### src/rtl/alu_share_arb.sv
// alu_share_arb: round-robin arbiter/sequencer sharing one ALU between two requesters.
// Ports: req/op/sw per requester in, done pulses out; ALU_OP/AB_SW to ALU, F/ZF/OF back, captured *_OUT.
module alu_share_arb #(
  parameter int WIDTH = 32,
  parameter int LAT   = 1
) (
  input  logic             clk,
  input  logic             rst_n,
  input  logic             req0,
  input  logic             req1,
  input  logic [2:0]       op0,
  input  logic [2:0]       op1,
  input  logic [2:0]       sw0,
  input  logic [2:0]       sw1,
  output logic             done0,
  output logic             done1,
  output logic             busy,
  output logic [WIDTH-1:0] F_OUT,
  output logic             ZF_OUT,
  output logic             OF_OUT,
  output logic [2:0]       ALU_OP,
  output logic [2:0]       AB_SW,
  input  logic [WIDTH-1:0] F,
  input  logic             ZF,
  input  logic             OF
);

  localparam logic [3:0] CNT_INIT = 4'(LAT - 1);

  typedef enum logic [1:0] {
    IDLE,
    WAIT,
    DONE
  } state_e;

  state_e           state_q, state_d;
  logic [3:0]       cnt_q, cnt_d;
  logic             owner_q, owner_d;
  logic             last_q, last_d;
  logic [2:0]       op_q, op_d;
  logic [2:0]       sw_q, sw_d;
  logic [WIDTH-1:0] f_q, f_d;
  logic             zf_q, zf_d;
  logic             of_q, of_d;
  logic [1:0]       done_q, done_d;

  logic gnt0, gnt1;

  // On contention the requester that did not win last time is served.
  assign gnt0 = req0 & (~req1 | last_q);
  assign gnt1 = req1 & (~req0 | ~last_q);

  always_comb begin
    state_d = state_q;
    cnt_d   = cnt_q;
    owner_d = owner_q;
    last_d  = last_q;
    op_d    = op_q;
    sw_d    = sw_q;
    f_d     = f_q;
    zf_d    = zf_q;
    of_d    = of_q;
    done_d  = 2'b00;
    case (state_q)
      IDLE: begin
        unique case (1'b1)
          gnt0: begin
            owner_d = 1'b0;
            last_d  = 1'b0;
            op_d    = op0;
            sw_d    = sw0;
            cnt_d   = CNT_INIT;
            state_d = WAIT;
          end
          gnt1: begin
            owner_d = 1'b1;
            last_d  = 1'b1;
            op_d    = op1;
            sw_d    = sw1;
            cnt_d   = CNT_INIT;
            state_d = WAIT;
          end
          default: ;
        endcase
      end
      WAIT: begin
        if (cnt_q != 4'd0) begin
          cnt_d = cnt_q - 4'd1;
        end else begin
          f_d             = F;
          zf_d            = ZF;
          of_d            = OF;
          done_d[owner_q] = 1'b1;
          state_d         = DONE;
        end
      end
      DONE: state_d = IDLE;
      default: state_d = IDLE;
    endcase
  end

  always_ff @(posedge clk or negedge rst_n) begin
    if (!rst_n) begin
      state_q <= IDLE;
      cnt_q   <= 4'd0;
      owner_q <= 1'b0;
      last_q  <= 1'b1;
      op_q    <= 3'd0;
      sw_q    <= 3'd0;
      f_q     <= '0;
      zf_q    <= 1'b0;
      of_q    <= 1'b0;
      done_q  <= 2'b00;
    end else begin
      state_q <= state_d;
      cnt_q   <= cnt_d;
      owner_q <= owner_d;
      last_q  <= last_d;
      op_q    <= op_d;
      sw_q    <= sw_d;
      f_q     <= f_d;
      zf_q    <= zf_d;
      of_q    <= of_d;
      done_q  <= done_d;
    end
  end

  assign busy   = (state_q == WAIT) | (state_q == DONE);
  assign done0  = done_q[0];
  assign done1  = done_q[1];
  assign F_OUT  = f_q;
  assign ZF_OUT = zf_q;
  assign OF_OUT = of_q;
  assign ALU_OP = op_q;
  assign AB_SW  = sw_q;

endmodule

### config.mk
export PLATFORM = sky130hd
export DESIGN_NAME = alu_share_arb
export DESIGN_NICKNAME = d
export VERILOG_FILES = /design/src/rtl/alu_share_arb.sv
export SDC_FILE = /design/constraint.sdc
export NUM_CORES = 1
export LEC_CHECK = 0
export CAP_MARGIN = 25
export CORE_ASPECT_RATIO = 1.2
export CORE_MARGIN = 2
export CORE_UTILIZATION = 45
export CTS_CLUSTER_DIAMETER = 120
export DETAILED_ROUTE_END_ITERATION = 8
export DONT_BUFFER_PORTS = 1
export GPL_ROUTABILITY_DRIVEN = 0
export GPL_TIMING_DRIVEN = 0
export HOLD_SLACK_MARGIN = 0.15
export PLACE_DENSITY = 0.72
export SLEW_MARGIN = 20
export SYNTH_ARGS = -nofsm -noshare
export SYNTH_HDL_FRONTEND = slang
export SYNTH_SLANG_ARGS = --single-unit
### constraint.sdc
create_clock -name clk -period 1.6 [get_ports clk]
set_input_delay 0.16 -clock clk [delete_from_list [all_inputs] [get_ports clk]]
set_output_delay 0.16 -clock clk [all_outputs]
set_load 0.01 [all_outputs]
==> results of run 1 <==
[layout make-up]
class	instances	area share, %
Tap cell	58	2.386
Timing Repair Buffer	59	20.81
Sequential cell	50	41.18
Multi-Input combinational cell	88	29.95
Buffer	6	2.221
Inverter	6	0.7404
Clock buffer	6	2.715
[layout by cell type (no fill, tap or decap), types with 2 or more instances in the layout]
cell and n:
clkbuf_16 2, nor2_1 2, buf_2 2, mux2i_1 7, inv_1 3, ha_1 2, or4_1 2, buf_4 7
buf_12 2, buf_8 2, inv_2 3, dlygate4sd3_1 49, ha_4 2, nand2_1 8, o21ai_0 10, mux2_2 10
dfrtp_1 49, mux2_4 25, nor3_1 2, clkbuf_8 6
[registers in the layout (all words and copies together), names as in the netlist]
name	flops
cnt_q	4
ZF_OUT	1
owner_q	1
F_OUT	32
AB_SW	3
OF_OUT	1
last_q	1
done_q	2
ALU_OP	3
state_q	2
[worst paths after layout]
check,to,cells after the start,slack (ns),startpoint
worst max-delay path,cnt_q[1],7,-0.03,state_q[1]
worst min-delay path,ALU_OP[2],2,0.22,req1
worst max register to register,cnt_q[1],7,-0.03,state_q[1]
worst min register to register,done_q[0],1,0.48,owner_q
max in group asynchronous,last_q,2,0.93,rst_n
min in group asynchronous,OF_OUT,2,0.41,rst_n
[kinds of logic (layout without fill, tap and decap cells)]
group / count (synthesis) / count (layout) / share of synthesized area (%)
adders and majority gates: 5 / 5 / 3.008
AOI/OAI and AO/OA: 19 / 19 / 5.416
buffers and inverters: 12 / 77 / 3.008
and+or+nand+nor: 21 / 22 / 6.017
muxes: 42 / 42 / 22.32
DFF: 50 / 50 / 60.23
[power groups by stage]
stage / clock network (mW) / registers (mW) / logic (mW)
4_1_cts: 0.722 / 2.61 / 1.90
6_report: 0.705 / 2.63 / 2.40
2_1_floorplan: 0 / 2.49 / 1.33
3_3_place_gp: 0 / 2.60 / 1.47
5_1_grt: 0.787 / 2.69 / 2.58
3_5_place_dp: 0 / 2.63 / 1.58
[routing by layer]
metal | track usage [%] | vias up | wire [um]
li1 | - | 658 | -
met1 | 17.81 | 714 | 1929
met2 | 36.26 | 79 | 2730
met3 | 6.160 | 6 | 456
met4 | 4.490 | 0 | 36
met5 | 0 | - | 0
[metrics by stage]
| step | setup slack (ns) | setup TNS (ns) |
|---|---|---|
| after floorplan | 0.01067 | 0 |
| after global placement | -0.09558 | -2.115 |
| after detailed placement | -0.1535 | -3.546 |
| after CTS | -0.02185 | -0.2461 |
| after global routing | -0.07037 | -1.772 |
| final | -0.03114 | -0.2528 |
[timing repair]
item,4_1_cts,5_1_grt
hold buffers,49,1
endpoints found under the setup margin,34,47
gates resized for setup,12,29
setup buffers,5,2
pin swaps,1,1
cloned,0,3
hold endpoints to repair,92,1
[worst max-delay path, stage by stage (launching register included)]
cell	delay, ns
dfrtp_1	0.38
inv_2	0.07
ha_4	0.16
and4bb_4	0.21
buf_8	0.15
clkbuf_16	0.16
nor3_1	0.24
o22ai_1	0.13
==> impl_summary.txt, run 1 <==
----------------------------------------------------
[Final layout]
  Ratio of cells with drive above 1 in the final layout ... 32.56%
  Register cell area after layout ... 0.001252 mm^2
  Utilization after layout ... 67.19%
  Fillcell total ... approximately 320
  Net count reported at finish ... 271
  Antenna diode count ... 0
  Final design instance area without fill ... 0.003042 mm^2
  Area of the multi-input gates ... 910.9 um^2
  Number of standard cells in the final layout excluding fillers ... 273
  Area grow syn2layout ... 46.27%

[Timing]
  Endpoints failing setup ... 15
  Worst slew pin tran ... 0.3749 ns
  Final Slew Violations ... 0
  Setup repair after global routing missed its margin ... yes
  Post-route clock period utilization ... 101.9%
  Setup WS post-layout ... -0.03114 ns
  Worst clock skew on the final layout ... 0.008087 ns
  Worst slew margin relative to its limit ... 74.74%
  Fmax ... 613.1 MHz
  Smallest hold slack ... 0.2195 ns
  Number of hold violations in the final report ... 0
  Clock period minus final worst setup slack ... 1.631 ns

[CTS]
  Clk_lat worst skew ... 0.29 ns
  Root buf cell ... clkbuf_8
  Clock slew seen by the registers of the worst setup and hold paths ... 0.08 ns
  H-tree Lvls ... 2
  CTS tree ... done
  Cts bufs inserted ... 5
  Count of clock tree sinks ... 50
  Max Buffers Root-to-Sink ... 2

[Floorplan]
  Number of top-level pins ... 93
  Area inside the core boundary ... roughly 0.0045 mm^2
  Starting density of the core ... roughly 46%
  Area enclosed by the die boundary ... between 0.005 and 0.006 mm^2
  Number of placement rows ... 27
  Die H ... 78.47 um
  Die Wd ... roughly 66 um

[Critical path]
  CP Launch Type ... register
  Type of destination of the critical path ... register
  Setup CP Type ... register to register
  Arr. time, crit path ... ~1.8 ns
  Critical path peak fanout ... 6
  Required time at the endpoint of the critical path ... 1.77 ns

[Global route]
  Maximum number of pins on one net before global-route repair ... approximately 50
  Aggregate global-route resource usage ... 18.43%
  Initial antenna violation count ... 0
  Leftover overflow at the end of global routing ... 0
  Global-route wire length before repair ... 7279 um
  Via count of the first global-routing pass ... 1,655

[Power and ir drop]
  Power Total ... approximately 5.7 mW
  Total internal power ... 3.734 mW
  Switching share of total power ... between 30% and 40%
  Net switching power ... 1.995 mW
  Sequential fraction of design power ... 45.9%
  Combinational Power Share ... 41.8%
  Clock group share of total power ... 12.3%
  Pwr dens ... 1883 mW/mm^2
  Worst IR Drop VDD ... 1.041 mV
  Leak pwr ... around 1.4 nW

[Synth]
  Number of enable-type register cells in the synthesized netlist ... 0
  Biggest area consumer among synthesized cells ... dfrtp_1
  Post-synthesis net count ... 204
  Fraction of the yosys area taken by sequential cells ... between 60% and 70%
  Post-synth top area share ... 58.97%
  Cell with the most instances after synthesis ... dfrtp_1
  Ys flop type ... dfrtp_1
  Most common library cells after synthesis ... dfrtp_1 (49), mux2_2 (35), o21ai_0 (10)
  Number of distinct library cells after synthesis ... 30
  Yosys reg bits ... 50
  Cells after Synth ... 149
  Cell area after technology mapping ... 0.002079 mm^2
  Top cells by area, synth ... dfrtp_1 (59%), mux2_2 (19%), mux2i_1 (3.4%)
  Total number of yosys warnings ... 0
  Average cell area after synthesis ... about 14 um^2
  Share of flip-flops with an asynchronous set or reset ... 100.0%

[Detailed routing]
  Total wire length ... 5152 um
  Routed via count divided by cell count ... 5.337
  Starting DRC count in detailed routing ... 88
  Detailed Routing Iterations Pass 1 ... 4
  Via count ... 1,457
  DRC violation count after routing ... 0
  Remaining antenna violation count ... 0
  Routed WL per cell ... 18.87 um

[Placement]
  Placed Cells ... ~210
  Placed cell areas ... 0.002171 mm^2
  IO Port Bufs ... 0
  HPWL reported at the end of detailed placement ... 2886 um

[Run status]
  Failing checks ... negative setup slack
  Status ... finished, violations left

[Hold path]
  Hold Path Class ... input pin to register

[Job]
  Max-Cap Viols ... 0

----------------------------------------------------
No activity file was read; power rests on OpenSTA's default activity.
==> run 2, diff against run 1 <==
GPL_TIMING_DRIVEN = 1   (was 0)
==> impl_summary.txt, run 2 (synthesized netlist as in run 1, its figures left out) <==
----------------------------------------------------
[Critical path]
  Required time at the endpoint of the critical path ... 1.79 ns (+0.02 ns)
  Worst r2r src ... cnt_q[0]
  Critical path peak fanout ... 3 (-3)
  Depth of the most critical reg-to-reg path ... 5 (-2)
  Endpoint of the worst register-to-register path ... state_q[0]
  Type of destination of the critical path ... register
  CP Launch Type ... register
  Capture point of the critical path ... state_q[0]
  Worst Setup SP ... cnt_q[0]
  Setup CP Type ... register to register
  Flop-to-flop setup slack ... -0.02 ns (+0.02 ns)
  Arr. time, crit path ... 1.80 ns (about the same)

[Timing]
  Number of hold violations in the final report ... 0 (unchanged)
  Setup repair after global routing missed its margin ... yes
  Worst clock skew on the final layout ... 0.007291 ns (-0.0007968 ns)
  Worst slew pin tran ... 0.3382 ns (-0.03664 ns)
  Fmax ... 618.8 MHz (+0.94%)
  Smallest hold slack ... 0.2510 ns (+0.03152 ns)
  Setup WS post-layout ... -0.01599 ns (+0.01515 ns)
  Post-route clock period utilization ... 101.0% (-0.95 points)
  Final Slew Violations ... 0 (unchanged)
  Sum of negative setup slack ... -0.02658 ns (+0.2262 ns)
  Worst slew margin relative to its limit ... 77.45% (+2.7 points)
  Endpoints failing setup ... 6 (-9)
  Clock period minus final worst setup slack ... 1.616 ns (-0.01515 ns)

[Power and ir drop]
  Switching share of total power ... 34.62% (-0.20 points)
  Leak pwr ... 1.282 nW (-6.5%)
  Pwr dens ... 1890 mW/mm^2 (+0.36%)
  Combinational Power Share ... 37.1% (-4.7 points)
  Net switching power ... 1.918 mW (-3.9%)
  Sequential fraction of design power ... 47.1% (+1.2 points)
  Worst IR Drop VDD ... 1.002 mV (-3.7%)
  Clock group share of total power ... 15.8% (+3.5 points)
  Total internal power ... 3.621 mW (-3.0%)

[Final layout]
  Antenna diode count ... 0 (unchanged)
  Commonest cells after routing, fill and taps aside ... dfrtp_1 (49), dlygate4sd3_1 (49), mux2_2 (34), buf_4 (12), o21ai_0 (10)
  Area grow syn2layout ... 40.91%
  Number of standard cells in the final layout excluding fillers ... 273 (unchanged)
  Fillcell total ... 324 (+2.9%)
  Net count reported at finish ... 270 (-0.37%)
  Max FFs per register ... 32 (unchanged)
  Ratio of cells with drive above 1 in the final layout ... 33.49% (+0.93 points)
  Final design instance area without fill ... 0.002930 mm^2 (-3.7%)

[CTS]
  H-tree Lvls ... 2 (unchanged)
  Max Buffers Root-to-Sink ... 2 (unchanged)
  Clk_lat worst skew ... 0.29 ns (about the same)
  CTS tree ... done
  Cts bufs inserted ... 5 (unchanged)
  Count of clock tree sinks ... 50 (unchanged)
  Clock slew seen by the registers of the worst setup and hold paths ... 0.09 ns (about the same)
  Root buf cell ... clkbuf_8

[Detailed routing]
  Total wire length ... 4748 um (-7.8%)
  Routed WL per cell ... 17.39 um (-7.8%)
  DRC violation count after routing ... 0 (unchanged)
  Detailed Routing Iterations Pass 1 ... 4 (unchanged)
  Remaining antenna violation count ... 0 (unchanged)
  Routed via count divided by cell count ... 5.300 (-0.69%)
  Via count ... 1,447 (-0.69%)
  Starting DRC count in detailed routing ... 76 (-14%)

[Global route]
  Via count of the first global-routing pass ... 1,561 (-5.7%)
  Aggregate global-route resource usage ... 18.47% (+0.050 points)
  Leftover overflow at the end of global routing ... 0 (unchanged)
  Initial antenna violation count ... 0 (unchanged)
  Global-route wire length before repair ... 7251 um (-0.38%)
  Maximum number of pins on one net before global-route repair ... 51 (unchanged)

[Floorplan]
  Die Wd ... 66.06 um (unchanged)
  Number of top-level pins ... 93 (unchanged)
  Area enclosed by the die boundary ... 0.005183 mm^2 (unchanged)
  Die H ... 78.47 um (unchanged)
  Area inside the core boundary ... 0.004527 mm^2 (unchanged)
  Number of placement rows ... 27 (unchanged)
  Starting density of the core ... 45.94% (unchanged)

[Placement]
  Placed Cells ... 212 (+2.4%)
  Placement Setup Slack ... -0.2024 ns (-0.04890 ns)
  Placed cell areas ... 0.002213 mm^2 (+2.0%)
  IO Port Bufs ... 0 (unchanged)
  HPWL reported at the end of detailed placement ... 2858 um (-0.99%)

[Run status]
  Failing checks ... negative setup slack
  Status ... finished, violations left

[Job]
  Max-Cap Viols ... 0 (unchanged)

[Hold path]
  Hold Path Class ... input pin to register

----------------------------------------------------
-- run 2: power groups by stage --
stage          Sequential, mW  Combinational, mW  Clock [mW]
2_1_floorplan            2.49               1.33           0
5_1_grt                  2.68               2.24       0.953
3_3_place_gp             2.58               1.55           0
4_1_cts                  2.61               2.00       0.905
6_report                 2.61               2.05       0.877
3_5_place_dp             2.62               1.70           0
-- run 2: final cells by class --
class	count	area, um^2	share of cell area [%]
clock buffer	6	82.58	2.818
clock inverter	1	30.03	1.025
inverter	6	22.52	0.7686
multi-input combinational	89	850.8	29.04
sequential	50	1252	42.74
tap	58	72.57	2.477
timing repair buffer	63	619.3	21.14
-- run 2: per-layer routing --
layer  vias to the layer above  wire length [um]  global-route usage (%)
li1                        658                 -                       -
met1                       708              1702                   18.54
met2                        75              2590                   35.66
met3                         6               412                   6.160
met4                         0                42                   4.490
met5                         -                 0                       0
-- run 2: worst max-delay path, stage by stage (launching register included) --
cell and delay [ns]:
dfrtp_1 0.41, inv_2 0.08, ha_4 0.14, or3b_4 0.39
a21oi_2 0.17, mux2_4 0.31
-- run 2: how the worst min path moves through the flow --
stage,start,endpoint,slack (ns),cells after the start
floorplan,rst_n,AB_SW[0],-0.14,0
global placement,rst_n,F_OUT[18],-0.13,0
detailed placement,rst_n,F_OUT[18],-0.13,0
CTS,req0,owner_q,0.25,2
global route,req0,owner_q,0.28,2
finish,req0,owner_q,0.25,2
-- run 2: timing repair --
item                                    in CTS  in global routing
buffers inserted                             2                  1
endpoints found under the setup margin      40                 40
gates resized for setup                      9                  3
pin swaps                                    3                  6
cloned                                       2                  0
hold buffers                                50                  0
hold endpoints to repair                    93                  0
-- run 2: metrics by stage --
stage,utilization [%],power [mW]
after floorplan,-,3.822
after global placement,48.89,4.136
after detailed placement,48.89,4.321
after CTS,64.34,5.509
after global routing,64.73,5.870
final,64.73,5.539
